$ cat src/rtl/eth_phy_10g_pkg.sv
// Shared 10G PHY constants: block geometry, sync headers and bitslip offset range.
package eth_phy_10g_pkg;

   localparam int unsigned DATA_WIDTH  = 64;
   localparam int unsigned HDR_WIDTH   = 2;
   localparam int unsigned FRAME_WIDTH = DATA_WIDTH + HDR_WIDTH;
   localparam int unsigned HIST_WIDTH  = 2 * FRAME_WIDTH;
   localparam int unsigned OFFSET_W    = 7;

   localparam logic [HDR_WIDTH-1:0] SYNC_DATA = 2'b10;
   localparam logic [HDR_WIDTH-1:0] SYNC_CTRL = 2'b01;

   localparam logic [OFFSET_W-1:0] SLIP_OFFSET_MAX = 7'd65;

endpackage : eth_phy_10g_pkg

$ cat src/rtl/eth_phy_10g_rx_slip_ctrl.sv
// Bitslip request handler: rising-edge detect, holdoff window, wrapping offset
// counter and a one-cycle acknowledge for each accepted slip.
module eth_phy_10g_rx_slip_ctrl
   import eth_phy_10g_pkg::*;
#(
   parameter int unsigned SLIP_HOLDOFF = 8
) (
   input  logic                clk_i,
   input  logic                rst_ni,
   input  logic                bitslip_i,
   output logic [OFFSET_W-1:0] offset_o,
   output logic                ack_o
);

   localparam int unsigned HOLD_W = $clog2(SLIP_HOLDOFF + 1);

   logic                bitslip_q;
   logic [HOLD_W-1:0]   hold_q, hold_d;
   logic [OFFSET_W-1:0] offset_q, offset_d;
   logic                ack_q, ack_d;
   logic                edge_s;
   logic                accept_s;

   // Edges arriving during holdoff are dropped, not queued.
   always_comb begin
      edge_s   = bitslip_i & ~bitslip_q;
      accept_s = edge_s && (hold_q == HOLD_W'(0));
      offset_d = offset_q;
      hold_d   = hold_q;
      ack_d    = accept_s;
      if (accept_s) begin
         offset_d = (offset_q == SLIP_OFFSET_MAX) ? 7'd0 : offset_q + 7'd1;
         hold_d   = HOLD_W'(SLIP_HOLDOFF);
      end else if (hold_q != HOLD_W'(0)) begin
         hold_d = hold_q - HOLD_W'(1);
      end else begin
         hold_d = hold_q;
      end
   end

   always_ff @(posedge clk_i) begin
      if (!rst_ni) begin
         bitslip_q <= 1'b0;
         hold_q    <= HOLD_W'(0);
         offset_q  <= 7'd0;
         ack_q     <= 1'b0;
      end else begin
         bitslip_q <= bitslip_i;
         hold_q    <= hold_d;
         offset_q  <= offset_d;
         ack_q     <= ack_d;
      end
   end

   assign offset_o = offset_q;
   assign ack_o    = ack_q;

endmodule : eth_phy_10g_rx_slip_ctrl

$ cat src/rtl/eth_phy_10g_rx_bitslip.sv
// RX bitslip gearbox: keeps a two-word history and registers a 66-bit window
// selected by the slip offset, presented as header plus payload.
module eth_phy_10g_rx_bitslip
   import eth_phy_10g_pkg::*;
#(
   parameter int unsigned SLIP_HOLDOFF = 8
) (
   input  logic                   rx_clk,
   input  logic                   rx_rst_n,
   input  logic [FRAME_WIDTH-1:0] in_frame,
   input  logic                   in_valid,
   input  logic                   bitslip,
   output logic [DATA_WIDTH-1:0]  out_data,
   output logic [HDR_WIDTH-1:0]   out_hdr,
   output logic                   out_valid,
   output logic [OFFSET_W-1:0]    slip_offset,
   output logic                   slip_ack
);

   logic [FRAME_WIDTH-1:0] cur_q, cur_d;
   logic [FRAME_WIDTH-1:0] prev_q, prev_d;
   logic [1:0]             fill_q, fill_d;
   logic [DATA_WIDTH-1:0]  data_q, data_d;
   logic [HDR_WIDTH-1:0]   hdr_q, hdr_d;
   logic                   valid_q, valid_d;
   logic [HIST_WIDTH-1:0]  hist_s;
   logic [7:0]             sel_s;
   logic [FRAME_WIDTH-1:0] window_s;

   eth_phy_10g_rx_slip_ctrl #(
      .SLIP_HOLDOFF (SLIP_HOLDOFF)
   ) u_slip_ctrl (
      .clk_i     (rx_clk),
      .rst_ni    (rx_rst_n),
      .bitslip_i (bitslip),
      .offset_o  (slip_offset),
      .ack_o     (slip_ack)
   );

   // The window is taken from the updated history but the pre-edge offset,
   // so a slip accepted this cycle only affects the following output.
   always_comb begin
      if (in_valid) begin
         cur_d  = in_frame;
         prev_d = cur_q;
      end else begin
         cur_d  = cur_q;
         prev_d = prev_q;
      end
      if (in_valid && (fill_q != 2'd2)) begin
         fill_d = fill_q + 2'd1;
      end else begin
         fill_d = fill_q;
      end
      hist_s   = {cur_d, prev_d};
      sel_s    = {1'b0, slip_offset};
      window_s = hist_s[sel_s +: FRAME_WIDTH];
      if (in_valid && (fill_d == 2'd2)) begin
         valid_d = 1'b1;
         hdr_d   = window_s[HDR_WIDTH-1:0];
         data_d  = window_s[FRAME_WIDTH-1:HDR_WIDTH];
      end else begin
         valid_d = 1'b0;
         hdr_d   = hdr_q;
         data_d  = data_q;
      end
   end

   always_ff @(posedge rx_clk) begin
      if (!rx_rst_n) begin
         cur_q   <= '0;
         prev_q  <= '0;
         fill_q  <= 2'd0;
         data_q  <= '0;
         hdr_q   <= '0;
         valid_q <= 1'b0;
      end else begin
         cur_q   <= cur_d;
         prev_q  <= prev_d;
         fill_q  <= fill_d;
         data_q  <= data_d;
         hdr_q   <= hdr_d;
         valid_q <= valid_d;
      end
   end

   assign out_data  = data_q;
   assign out_hdr   = hdr_q;
   assign out_valid = valid_q;

endmodule : eth_phy_10g_rx_bitslip

$ cat config.mk
export PLATFORM = sky130hd
export DESIGN_NAME = eth_phy_10g_rx_bitslip
export DESIGN_NICKNAME = d
export VERILOG_FILES = /design/src/rtl/eth_phy_10g_pkg.sv /design/src/rtl/eth_phy_10g_rx_slip_ctrl.sv /design/src/rtl/eth_phy_10g_rx_bitslip.sv
export SDC_FILE = /design/constraint.sdc
export NUM_CORES = 1
export LEC_CHECK = 0
export CELL_PAD_IN_SITES_DETAIL_PLACEMENT = 0
export CELL_PAD_IN_SITES_GLOBAL_PLACEMENT = 1
export CORE_MARGIN = 3
export CORE_UTILIZATION = 49
export CTS_CLUSTER_DIAMETER = 100
export DETAILED_ROUTE_END_ITERATION = 7
export GPL_TIMING_DRIVEN = 0
export PLACE_DENSITY = 0.83
export SLEW_MARGIN = 20
export SYNTH_ARGS = -nofsm -noshare
export SYNTH_HDL_FRONTEND = slang
export SYNTH_HIERARCHICAL = 1
export SYNTH_SLANG_ARGS = --single-unit
$ cat constraint.sdc
create_clock -name rx_clk -period 3.5 [get_ports rx_clk]
set_input_delay 0.35 -clock rx_clk [delete_from_list [all_inputs] [get_ports rx_clk]]
set_output_delay 0.35 -clock rx_clk [all_outputs]
set_load 0.02 [all_outputs]
# Yosys cells after proc, flatten, opt, wreduce, memory -nomap -nowiden
# Index checks and enable logic that the tools add are counted.
[totals]
elab_cells = 35
inputBits = 70
reg_bits = 214
output_inout_bits = 75
[op_classes]
n_shift = 1
muxes = 7
reduce_logical = 7
bitwise = 3
addsub = 3
n_eq_ne = 3
[op_table]
columns = ["op", "count"]
rows = [
  ["$mux W66", 2],
  ["$shiftx A132 B8 Y66", 1],
  ["$mux W4", 2],
  ["$add A7 B1 Y7 const B", 1],
  ["$eq A7 B7 Y1 const B", 1],
  ["$mux W7", 1],
  ["$logic_not A4 Y1", 1],
  ["$reduce_bool A4 Y1", 1],
  ["$sub A4 B1 Y4 const B", 1],
  ["$logic_and A1 B1 Y1", 3],
  ["$add A2 B1 Y2 const B", 1],
  ["$eq A2 B2 Y1 const B", 1],
  ["$mux W2", 1],
  ["$ne A2 B2 Y1 const B", 1],
  ["$not A1 Y1", 2],
  ["$reduce_bool A2 Y1", 1],
  ["$reduce_or A2 Y1", 1],
  ["$and A1 B1 Y1", 1],
  ["$mux W1", 1],
]

# Depth between registers and ports, before layout
# Gate-level depths: netlist (run 1).
[logic_depth]
ltp_word = 6
mapped_depth = 12
depth_no_buf = 9

# Modules after synthesis
# Netlist (run 1), hierarchy kept.
[modules_own_cells]
columns = ["module", "cells_per_inst", "seq_area_each_um2", "area_each_um2", "n_inst"]
rows = [
  ["eth_phy_10g_rx_bitslip", 1847, 4023.9, 19600.0, 1],
  ["eth_phy_10g_rx_slip_ctrl", 70, 260.2, 656.9, 1],
]

# Worst setup path after synthesis (run 1)
# Ideal clock, no wire load.
[synth_path]
kind = "register -> register"
startpoint = "register u_slip_ctrl.offset_q[0] (netlist: u_slip_ctrl/offset_o[0])"
endpoint = "register data_q[45] (netlist: out_data[45])"
setup_slack_ps = 418
path_stages_with_launch = 9
synth_period_minus_slack_ps = 3082
n_path_buf = 3
arrival_ps = 2947
required_time_ps = 3365
setup_time_ps = 135
cell_sequence = "dfxtp_1 -> buf_6 -> buf_2 -> buf_4 -> mux4_2 -> mux4_2 -> mux4_2 -> o211ai_1 -> a31oi_1"
[synth_between]
elab_chain_len = 1
[synth_lines]
columns = ["element", "line_no", "source"]
rows = [
  ["start: declaration", "eth_phy_10g_rx_slip_ctrl.sv:19", "logic [OFFSET_W-1:0] offset_q, offset_d;"],
  ["start signal: assignment", "eth_phy_10g_rx_slip_ctrl.sv:50", "offset_q <= offset_d;"],
  ["$shiftx A132 B8 Y66", "eth_phy_10g_rx_bitslip.sv:57", "window_s = hist_s[sel_s +: FRAME_WIDTH];"],
  ["end signal: assignment", "eth_phy_10g_rx_bitslip.sv:81", "data_q <= data_d;"],
  ["end: declaration", "eth_phy_10g_rx_bitslip.sv:23", "logic [DATA_WIDTH-1:0] data_q, data_d;"],
]
# Every way passes these cells.
# A chain may end at the register's enable or synchronous reset.

# Worst setup path in the final report (run 1)
[layout_path]
startpoint = "input in_valid"
endpoint = "register data_q[17] (netlist: out_data[17])"
[layout_between]
elab_chain_len = 4
elab_cells_between_ends = 7
cone_classes = "eq/ne (1); shift (1); mux (3); reduce/logical (2)"
[layout_lines]
columns = ["element", "line_no", "source"]
rows = [
  ["start: declaration", "eth_phy_10g_rx_bitslip.sv:11", "input logic in_valid,"],
  ["branches (longest 4 deep; another with $shiftx A132 B8 Y66)", "-", ""],
]
# Parallel ways; which one is timed is not known.

==> results of run 1 <==
critical path, stage by stage:
cell and delay (ps):
buf_2 190, clkinv_1 170, buf_2 380, buf_2 460, buf_1 920, mux2i_1 610, mux2i_1 240, a21oi_1 220
o21ai_0 170, o22ai_2 270, nor3_1 80
what timing repair did:
| item | 4_1_cts | 5_1_grt |
|---|---|---|
| setup buffers | 2 | 5 |
| pin swaps | 1 | 2 |
| endpoints found under the setup margin | 66 | 56 |
| gates resized for setup | 112 | 92 |
final cells by class:
cell class	instances	share of cell area
Multi-Input combinational cell	1502	0.6421
Sequential cell	214	0.1788
Timing Repair Buffer	150	0.06182
Buffer	185	0.04905
Clock buffer	37	0.03221
Tap cell	525	0.02737
Clock inverter	10	0.005994
Inverter	16	0.002502
Antenna cell	2	0.0002085
state kept, by name, summed over array words and instances (netlist names):
signal / count
prev_q: 66
u_slip_ctrl/ack_o: 1
fill_q: 2
u_slip_ctrl/hold_q: 4
out_hdr: 2
cur_q: 66
out_valid: 1
out_data: 64
u_slip_ctrl/bitslip_q: 1
u_slip_ctrl/offset_o: 7
Yosys cell counts (all sizes together), types with 13 or more instances:
cell	n
dfxtp	214
a31oi	16
buf	98
a22oi	20
nand3	13
nor2b	140
clkbuf	87
a211oi	16
mux2i	320
nor3	22
nor2	95
a221oi	16
o21ai	95
o211ai	17
mux2	107
a21oi	77
mux4	257
o22ai	35
nand2	106
cells by family after synthesis:
group | count (synthesis) | share of synthesized area
and+or+nand+nor | 430 | 0.1078
DFF | 214 | 0.2115
xor gates and xnor gates | 2 | 0.0008649
buffers and inverters | 201 | 0.04824
muxes | 684 | 0.5033
adders and majority gates | 4 | 0.002471
AOI/OAI and AO/OA | 382 | 0.1258
layer usage:
layer,routed length [um],share of wire,vias up
li1,-,-,7951
met3,15830,0.15,744
met1,35530,0.33,10056
met5,0,0,-
met2,44890,0.41,2228
met4,11970,0.11,0
metrics by stage:
stage          setup TNS [ps]  utilization
2_1_floorplan               0            -
4_1_cts                     0       0.5872
3_5_place_dp           -69870       0.5549
5_1_grt                -44.25       0.5958
3_3_place_gp           -73660       0.5547
6_report               -261.4       0.5959
path summary, 6_finish.rpt:
path | endpoint | slack (ps) | cells after the start
setup / recovery | out_data[17]$_SDFFE_PN0P_ | -110 | 11
hold / removal | cur_q[30]$_SDFF_PN0_ | 500 | 3
setup reg to reg | out_data[19]$_SDFFE_PN0P_ | -50 | 6
hold reg to reg | out_data[40]$_SDFFE_PN0P_ | 510 | 1
power breakdown:
| group | switching (mW) | internal, mW |
|---|---|---|
| Combinational | 3.18 | 2.24 |
| Sequential | 0.193 | 2.60 |
| Clock | 1.21 | 1.76 |
==> impl_metrics.toml, run 1 <==
[clocking]
cts_sinks = 214
cts_tree = "done"
ctsRootBufferMaster = "clkbuf_16"
clk_path_buf_depth = 3
cts_inserted_buffers = 27
clk_latency_ps = 600
holdBufCountCts = 0
h-tree-depth = 1
clk_pin_slew_ps = 60

[global_route]
grtUsageMet1 = 0.5689
grt_use_met2 = 0.7104
grtUsageTotal = 0.4802
grt_use_met3 = 0.1756
grt_pass1_wl_um = 152400
grt.overflow.total = 0
grt_pass1_vias = 20330
grt_max_degree = 15
grt.busiest_layer = "met2"
antenna_found_initial = 2

[die]
die_h_um = 209.3
fp.dieW_um = 209.3
coreArea_um2 = 40280
start_util = 0.5029
top_level_ports = 145
dieArea_um2 = 43820
rows = 73

[place]
place_ws_ps = -852.2
io_buffers = 143
dp_cells = 2585
placed_area_um2 = 22350
place.detailed.hpwl_um = 84300
place.gp.congestion = 1.164

[sta]
fin_worst_skew_ps = 29.79
drv_slew = 0
holdWs_ps = 499.9
fmax_mhz = 276.9
post-route-period-util = 1.032
worst_slack_ps = -111.3
hold_viol = 0
tightest_slew_ps = 1171
post-route-min-period_ps = 3611
rsz0062_at_grt = "yes"
finalSetupViolations = 6
slew_headroom = 0.2163

[synthesis]
ys_types = 75
syn_inst = 1917
yosysWarnings = 6
syn-cell-area_um2 = 20260
synth.ff_latch_count = 214
synthFlopType = "dfxtp_1"
synth_top_area_cell = "mux4_2"
ys_seq_area_frac = 0.2115
synth_top_area_frac = 0.2857
synth_async_sr_flop_share = 0
syn_nets = 1991
synth_area_per_cell_um2 = 10.57
synth-edff-count = 0
synth_area_leaders = "mux4_2 (29%), dfxtp_1 (21%), mux2i_1 (16%)"

[worst_setup_path]
required_ps = 3960
crit_start = "in_valid"
critPathKind = "input pin to flop"
start_kind = "input pin"
cp-end-kind = "flop"
rr_startpoint = "u_slip_ctrl/offset_o[6]$_SDFFE_PN0P_"
arrival_ps = 4070
cp_max_fo = 10

[finish]
layout-drive-gt1-share = 0.2904
syn_to_final_growth_pct = 18.50
multi_input_area_um2 = 15410
final_cells = 2641
final_cell_mix = "mux2i_1 (272), mux4_2 (257), dfxtp_1 (212), clkdlybuf4s50_1 (143), nor2b_1 (140)"
nFillCells = 3416
fin_nets = 2170
seq_area_um2 = 4292
stdcell_area_um2 = 24000
final_common_cell = "mux2i_1"

[status]
status = "complete, but fails checks"
violations = "negative setup slack"

[detailed_routing]
dr.pass1.iters = 8
remaining_drc_errors = 0
vias = 20979
drt-wirelength-per-cell_um = 40.98
drt-total-wl_um = 108200
detail-route-antenna-nets = 0
drt_iter0_markers = 3532
vias_per_cell = 7.944

[worst_hold_path]
hold_path.class = "input pin to flop"
min_from = "in_frame[30]"

[flow_run]
maxCapViolCount = 0

[power]
power_density_nw_per_um2 = 465.8
total_power_mw = 11.18
vdd_drop_max_mv = 0.4923
total_leakage_power_nw = 8.997
Note: power is estimated with default switching activity, not from simulation.
==> run 2, diff against run 1 <==
CORE_UTILIZATION = 50   (was 49)
CTS_BUF_LIST = sky130_fd_sc_hd__clkbuf_8   (was not set)
MAX_ROUTING_LAYER = met4   (was not set)
PLACE_DENSITY = 0.84   (was 0.83)
==> run 2 against run 1 <==
Net effect: core utilization up 0.085 points; register-to-register slack got worse by 40 ps; sequential cell count unchanged; sequential share of layout area rose by 0.13 points; critical path depth decreased by 2; critical endpoint is now out_data[3]$_SDFFE_PN0P_; clock skew shrank 5.3 ps; clock power is 14% lower; maximum frequency grew 0.32%; the run still ends with negative setup slack left; sequential power is essentially flat; cell count up 0.64%.
==> impl_metrics.toml, run 2 (synthesized netlist as in run 1, its figures left out) <==
[sta]
fmax_mhz = 277.8
slew_headroom = 0.09091
post-route-period-util = 1.028
rsz0062_at_grt = "yes"
post-route-min-period_ps = 3600
tns_ps = -509.9
tightest_slew_ps = 1359
fin_worst_skew_ps = 24.46
finalSetupViolations = 12
drv_slew = 0
worst_slack_ps = -99.71
hold_viol = 0

[detailed_routing]
vias_per_cell = 8.003
drt-total-wl_um = 109700
dr.pass1.iters = 8
drt-wirelength-per-cell_um = 41.29
drt_iter0_markers = 3554
detail-route-antenna-nets = 0
remaining_drc_errors = 0
vias = 21271

[global_route]
grt.overflow.total = 0
grt_max_degree = 14
antenna_found_initial = 4
grt_pass1_vias = 20695
grt_pass1_wl_um = 154600
grtUsageTotal = 0.5110

[power]
total_leakage_power_nw = 8.959
vdd_drop_max_mv = 0.4335
power_density_nw_per_um2 = 451.1
p_int_mw = 6.187
clockPowerShare = 0.238
pwr-share-seq = 0.261
swShare = 0.4242
power.switching_mw = 4.558
p_comb_frac = 0.501

[clocking]
ctsRootBufferMaster = "clkbuf_8"
cts_tree = "done"
h-tree-depth = 2
clk_pin_slew_ps = 60
cts_inserted_buffers = 41
clk_path_buf_depth = 3
cts_sinks = 214
holdBufCountCts = 0
clk_latency_ps = 630

[die]
dieArea_um2 = 42970
start_util = 0.5075
top_level_ports = 145
rows = 73
coreArea_um2 = 39910
fp.dieW_um = 207.3
die_h_um = 207.3

[flow_run]
maxCapViolCount = 0

[worst_setup_path]
start_kind = "input pin"
max_stage_delay_ps = 660
path_cells = "buf_2 > buf_2 > clkbuf_1 > o21ai_1 > nor2_2 > nand2_1 > o22ai_1 > a21oi_1 > and3_1"
cp_slowest_cell = "clkbuf_1"
critPathKind = "input pin to flop"
cp-end-kind = "flop"
ff2ff_setup_slack_ps = -90
arrival_ps = 4100
required_ps = 4000
critPathMostFrequentCell = "buf_2"
cp_max_fo = 10

[finish]
layout-drive-gt1-share = 0.2928
final_common_cell = "mux2i_1"
stdcell_area_um2 = 23820
nFillCells = 3310
fin_nets = 2179
multi_input_area_um2 = 15360
final_cell_mix = "mux2i_1 (271), mux4_2 (257), dfxtp_1 (212), clkdlybuf4s50_1 (143), nor2b_1 (140)"
syn_to_final_growth_pct = 17.59
seq_area_um2 = 4289

[place]
io_buffers = 143
place.gp.congestion = 1.189
place.detailed.hpwl_um = 84650
placed_area_um2 = 22350

[status]
violations = "negative setup slack"
status = "complete, but fails checks"

[worst_hold_path]
hold_path.class = "input pin to flop"
==> run 2: changes by cell type in the layout (fill, tap and decap cells not counted), sizes merged <==
cell           delta
clkbuf           +15
buf               -7
inv               +6
clkinvlp          +5
clkinv            -4
diode             +3
bufinv            -2
clkdlybuf4s15     +1
==> run 2: cell type report <==
| cell class | instances | share of cell area |
|---|---|---|
| clock inverters | 15 | 0.004202 |
| inverters | 16 | 0.002679 |
| multi-input cells | 1502 | 0.6448 |
| flip-flops and latches | 214 | 0.1801 |
| well taps | 525 | 0.02758 |
| diodes | 5 | 0.0005253 |
| clock buffers | 51 | 0.02947 |
| repair buffers | 145 | 0.06072 |
| plain buffers | 185 | 0.04995 |
==> run 2: per-layer routing <==
| layer | vias to the layer above | global-route usage | routed length [um] |
|---|---|---|---|
| met5 | - | - | 0 |
| met4 | 0 | 0.4141 | 12770 |
| met3 | 826 | 0.2116 | 16740 |
| met2 | 2340 | 0.7130 | 44380 |
| met1 | 10114 | 0.5720 | 35850 |
| li1 | 7991 | - | - |
==> run 2: path summary, 6_finish.rpt <==
check | from | to | cells past startpoint
min reg2reg | out_data[40]$_SDFFE_PN0P_ | out_data[40]$_SDFFE_PN0P_ | 1
max | in_valid | out_data[3]$_SDFFE_PN0P_ | 9
min | in_frame[6] | cur_q[6]$_SDFF_PN0_ | 3
max reg2reg | u_slip_ctrl/offset_o[1]$_SDFFE_PN0P_ | out_data[32]$_SDFFE_PN0P_ | 10
==> run 2: what timing repair did <==
item                       CTS  global route
pin swaps                    0             1
setup endpoints to repair   66           110
setup buffers                0             2
resized for setup          113            89
==> run 2: critical path, delay by kind of cell <==
kind                   cells  cell delay, ps
AO/OA/AOI/OAI              3            1060
buffers and inverters      3            1440
AND/OR/NAND/NOR            3            1220
==> run 2: power groups by stage <==
stage | sequential, mW | clock, mW | combinational (mW)
global placement | 2.83 | 0 | 4.75
finish | 2.80 | 2.55 | 5.38
CTS | 2.79 | 2.55 | 4.94
global route | 2.81 | 2.65 | 5.41
detailed placement | 2.84 | 0 | 4.78
floorplan | 2.84 | 0 | 2.97
==> run 2: stage by stage <==
| stage | setup WS, ps | hold slack, ps | std cells | util | total power [mW] |
|---|---|---|---|---|---|
| 3_5_place_dp | -864.3 | 494.8 | 2585 | 0.5600 | 7.614 |
| 4_1_cts | 11.95 | 471.7 | 2651 | 0.5887 | 10.28 |
| 3_3_place_gp | -1054 | 485.3 | 2585 | 0.5598 | 7.571 |
| 2_1_floorplan | 417.9 | 471.7 | 1917 | - | 5.818 |
| 5_1_grt | -7.078 | 500.0 | 2658 | 0.5968 | 10.88 |
| 6_report | -99.71 | 489.2 | 2658 | 0.5968 | 10.74 |
